[src/rtl/icache_axi_rd_bridge.sv]
// Instruction-cache refill responder: turns one cache read request into a single AXI4 read
// burst, gathers the beats into a line buffer and returns the whole line in one cycle.
module icache_axi_rd_bridge #(
    parameter logic [3:0] AXI_ID     = 4'd0,
    parameter int         LINE_BEATS = 8
) (
    input  logic                       clk,
    input  logic                       reset,
    input  logic                       rd_req,
    input  logic                       rd_type,
    input  logic [31:0]                rd_addr,
    output logic                       rd_rdy,
    output logic                       ret_valid,
    output logic [LINE_BEATS*32-1:0]   ret_data,
    output logic [3:0]                 arid,
    output logic [31:0]                araddr,
    output logic [7:0]                 arlen,
    output logic [2:0]                 arsize,
    output logic [1:0]                 arburst,
    output logic                       arvalid,
    input  logic                       arready,
    input  logic [3:0]                 rid,
    input  logic [31:0]                rdata,
    input  logic [1:0]                 rresp,
    input  logic                       rlast,
    input  logic                       rvalid,
    output logic                       rready
);
    localparam int              BW        = $clog2(LINE_BEATS);
    localparam logic [BW-1:0]   LAST_BEAT = BW'(LINE_BEATS - 1);

    typedef enum logic [3:0] {
        S_IDLE = 4'b0001,
        S_AR   = 4'b0010,
        S_RDAT = 4'b0100,
        S_RET  = 4'b1000
    } state_t;

    state_t                    state, state_nxt;
    logic [31:0]               addr_q;
    logic                      type_q;
    logic [BW-1:0]             beat_cnt;
    logic                      last_written;
    logic [LINE_BEATS*32-1:0]  line_buf;
    logic                      beat_ok;
    logic                      unused_resp;

    assign unused_resp = ^rresp;
    assign beat_ok     = (state == S_RDAT) && rvalid && (rid == AXI_ID);

    // Line buffer doubles as ret_data: it is held after RET until the next request clears it
    always_ff @(posedge clk) begin
        if (reset) begin
            state        <= S_IDLE;
            addr_q       <= '0;
            type_q       <= 1'b0;
            beat_cnt     <= '0;
            last_written <= 1'b0;
            line_buf     <= '0;
        end else begin
            state <= state_nxt;
            if (state == S_IDLE && rd_req) begin
                addr_q       <= rd_addr;
                type_q       <= rd_type;
                beat_cnt     <= '0;
                last_written <= 1'b0;
                line_buf     <= '0;
            end else if (beat_ok) begin
                // Counter parks on the last word; beats beyond a full line are discarded
                if (!last_written)
                    line_buf[{beat_cnt, 5'b0} +: 32] <= rdata;
                if (beat_cnt == LAST_BEAT)
                    last_written <= 1'b1;
                else
                    beat_cnt <= beat_cnt + 1'b1;
            end
        end
    end

    always_comb begin
        state_nxt = state;
        rd_rdy    = 1'b0;
        arvalid   = 1'b0;
        rready    = 1'b0;
        ret_valid = 1'b0;
        case (state)
            S_IDLE: begin
                rd_rdy = 1'b1;
                if (rd_req)
                    state_nxt = S_AR;
            end
            S_AR: begin
                arvalid = 1'b1;
                if (arready)
                    state_nxt = S_RDAT;
            end
            S_RDAT: begin
                rready = 1'b1;
                if (beat_ok && rlast)
                    state_nxt = S_RET;
            end
            S_RET: begin
                ret_valid = 1'b1;
                state_nxt = S_IDLE;
            end
            default: state_nxt = S_IDLE;
        endcase
    end

    assign arid     = AXI_ID;
    assign araddr   = type_q ? {addr_q[31:5], 5'b0} : addr_q;
    assign arlen    = type_q ? 8'(LINE_BEATS - 1) : 8'd0;
    assign arsize   = 3'b010;
    assign arburst  = 2'b01;
    assign ret_data = line_buf;

endmodule
[config.mk]
export PLATFORM = sky130hd
export DESIGN_NAME = icache_axi_rd_bridge
export DESIGN_NICKNAME = d
export VERILOG_FILES = /design/src/rtl/icache_axi_rd_bridge.sv
export SDC_FILE = /design/constraint.sdc
export NUM_CORES = 1
export LEC_CHECK = 0
export ABC_AREA = 1
export BUFFER_PORTS_ARGS = -buffer_cell sky130_fd_sc_hd__buf_4
export CORE_ASPECT_RATIO = 0.7
export CORE_UTILIZATION = 48
export DETAILED_ROUTE_END_ITERATION = 6
export PLACE_DENSITY = 0.76
export SETUP_SLACK_MARGIN = 0.2
export SLEW_MARGIN = 5
export SYNTH_ARGS = -nofsm -noshare
export SYNTH_HDL_FRONTEND = slang
export SYNTH_SLANG_ARGS = --single-unit
export TNS_END_PERCENT = 50
[constraint.sdc]
create_clock -name clk -period 2.4 [get_ports clk]
set_clock_uncertainty 0.2 [all_clocks]
set_input_delay 0.6 -clock clk [delete_from_list [all_inputs] [get_ports clk]]
set_output_delay 0.6 -clock clk [all_outputs]
set_load 0.03 [all_outputs]
==> results.sh <==
export IMPL_outcome="completed"
export IMPL_grt_pass1_wl_mm=73.6
export IMPL_cts_tree="built"
export IMPL_r2r_slack_ns=0.20
export IMPL_finalWirelength_mm=51.5
export IMPL_die_w_microns=204
export IMPL_drive_above_1_share=0.261
export IMPL_dp_slack_ns=-0.0200
export IMPL_drtIter0Drc=1580
export IMPL_antenna_found_initial=0
export IMPL_cts_root_buf="clkbuf_16"
export IMPL_cp_max_fo=2
export IMPL_cp_start_kind="register"
export IMPL_powerDensity_nw_per_um2=610
export IMPL_crit_type="reg2out"
export IMPL_instances_no_fill=2722
export IMPL_setup_viol=0
export IMPL_worstMarginPinSlew_ns=0.792
export IMPL_drc=0
export IMPL_portBuffers=369
export IMPL_cp_data_arrival_time_ns=1.46
export IMPL_clkTransAtPathRegs_ns=0.06
export IMPL_end_kind="output port"
export IMPL_core_sq_um=27900
export IMPL_cp_required_ns=1.60
export IMPL_synth_largest_area_cell="dfxtp_1"
export IMPL_num_rows=51
export IMPL_synth_top_cell_area_share=0.435
export IMPL_synth_cells=2019
export IMPL_period_needed_ns=2.26
export IMPL_hold_viol=0
export IMPL_syn_area_per_cell_sq_um=6.77
export IMPL_rsz0062_at_grt="yes"
export IMPL_leakagePower_nw=8.09
export IMPL_syn_to_final_growth_pct=37.0
export IMPL_syn_area_sq_um=13700
export IMPL_ioPinCount=386
export IMPL_fillers=2381
export IMPL_drt_pass1_iterations=6
export IMPL_finalWeightedCongestion=0.941
export IMPL_start_util=0.490
export IMPL_ys_seq_area_frac=0.435
export IMPL_dp_hpwl_mm=34.2
export IMPL_final_nets=2413
export IMPL_dp_cells=2627
export IMPL_fin_ws_ns=0.141
export IMPL_post_synth_num_cell_types=26
export IMPL_post_route_period_util=0.941
export IMPL_ys_ff_latch=297
export IMPL_vias=15000
export IMPL_synthTopCellsByArea="dfxtp_1 44%, nor2_1 11%, nand2_1 11%"
export IMPL_cts_sinks=297
export IMPL_gr_total_overflow=0
export IMPL_track_usage=0.325
export IMPL_ir_drop_v=0.000582
export IMPL_cts_buffers=30
export IMPL_ys_warn_count=0
export IMPL_antenna_cells=0
export IMPL_clock_fmax_mhz=443
export IMPL_clockBufferDepth=3
export IMPL_holdCritPathClass="in2reg"
export IMPL_final_core_util=0.672
export IMPL_hold_buffers=0
export IMPL_grt_pass1_vias=12800
export IMPL_grt_max_degree=165
export IMPL_drv_slew=0
export IMPL_relSlewSlack=0.472
export IMPL_die_h_microns=143
export IMPL_viasPerCell=5.50
export IMPL_finalSetupTns_ns=0
export IMPL_ant_nets=0
export IMPL_htree_levels=1
export IMPL_die_area_sq_um=29200
export IMPL_max_cap_violations=0
export IMPL_wl_per_cell_microns=18.9
export IMPL_insertion_delay_ns=0.58
export IMPL_hold_worst_slack_ns=0.109
area by class of cell:
| type | count | area [sq um] | share of cell area |
|---|---|---|---|
| repair buffers | 480 | 4280 | 0.228 |
| inverters | 137 | 552 | 0.0295 |
| well taps | 371 | 464 | 0.0248 |
| clock buffers | 42 | 897 | 0.0479 |
| flip-flops and latches | 297 | 5960 | 0.318 |
| multi-input cells | 1382 | 6430 | 0.343 |
| clock inverters | 13 | 149 | 0.00795 |
Yosys cell counts:
master    number
dfxtp_1      297
o211ai_1       1
buf_4         56
a21oi_1      198
inv_1        133
clkbuf_1      77
nor4_1        16
inv_4          1
inv_2          3
nand3_1      230
o21ai_0       29
nor3_1         1
buf_2         74
nand2_1      385
nor2_1       398
conb_1         2
buf_1          7
nand2_2        1
o21ai_1       14
nand3_2        2
nor2_4         2
nor3_2         1
nor2_2         7
buf_6          1
nand4_1       75
ha_1           8
critical path, stage by stage, from the launching register on:
cell,delay (ns)
dfxtp_2,0.34
nor2_4,0.12
nand2_2,0.08
nor2_4,0.10
buf_6,0.13
buf_6,0.13
through the flow:
stage | total power [mW] | cell area (sq um)
4_1_cts | 11.4 | 18000
2_1_floorplan | 6.05 | 13800
3_5_place_dp | 6.42 | 16700
6_report | 11.4 | 18700
3_3_place_gp | 6.40 | 16700
5_1_grt | 11.8 | 18700
state kept, by name, summed over array words and instances, names as in the netlist:
name,count
beat_cnt,3
type_q,1
ret_data,256
addr_q,32
last_written,1
state,4
path summary, 6_finish.rpt:
check / from / endpoint / cells after the start
worst max-delay path: state[3]$_SDFFE_PP0P_ / rd_rdy / 5
worst min-delay path: rd_type / type_q$_SDFFE_PP0P_ / 3
worst max register to register: beat_cnt[1]$_SDFFE_PP0P_ / ret_data[56]$_SDFFE_PP0P_ / 11
worst min register to register: addr_q[15]$_SDFFE_PP0P_ / addr_q[15]$_SDFFE_PP0P_ / 2
cell families after synthesis:
kind of cell / count (synthesis) / share of synthesized area
flip-flops: 297 / 0.435
AND/OR/NAND/NOR: 1118 / 0.349
other: 2 / 0.000549
buffers and inverters: 352 / 0.120
AO/OA/AOI/OAI: 242 / 0.0888
adder cells (fa/ha/maj): 8 / 0.00732
power by group:
part	internal, mW	switching, mW	leakage, nW	total (mW)
sequential	5.02	0.0643	2.40	5.09
combinational	0.455	0.902	5.17	1.36
clock	2.92	2.07	0.517	4.99
cells in the final DEF, fill, tap and decap left out, types with 4 or more instances in the layout:
cell,instances
a21oi_1,197
buf_12,24
buf_4,416
buf_6,20
buf_8,4
clkbuf_16,43
clkbuf_8,8
clkinv_2,7
conb_1,14
dfxtp_1,291
dfxtp_2,4
ha_1,5
inv_1,126
inv_2,4
nand2_1,372
nand2_2,12
nand3_1,222
nand3_2,7
nand4_1,75
nor2_1,374
nor2_2,18
nor2_4,15
nor4_1,15
o21ai_0,18
o21ai_1,23
repair_timing:
action,CTS,global route
endpoints found under the setup margin,102,235
gates resized for setup,31,103
hold endpoints to repair,0,0
cloned,2,14
setup buffers,13,11
pin swaps,9,22
layer usage:
layer  wire, microns  part of all wire  GRT usage
met1           21400              0.42      0.457
met2           22200              0.43      0.485
met3            6450              0.13     0.0853
met4            1400             0.027     0.0902
met5               0                 0          0
Note: power is estimated with default switching activity, not from simulation.
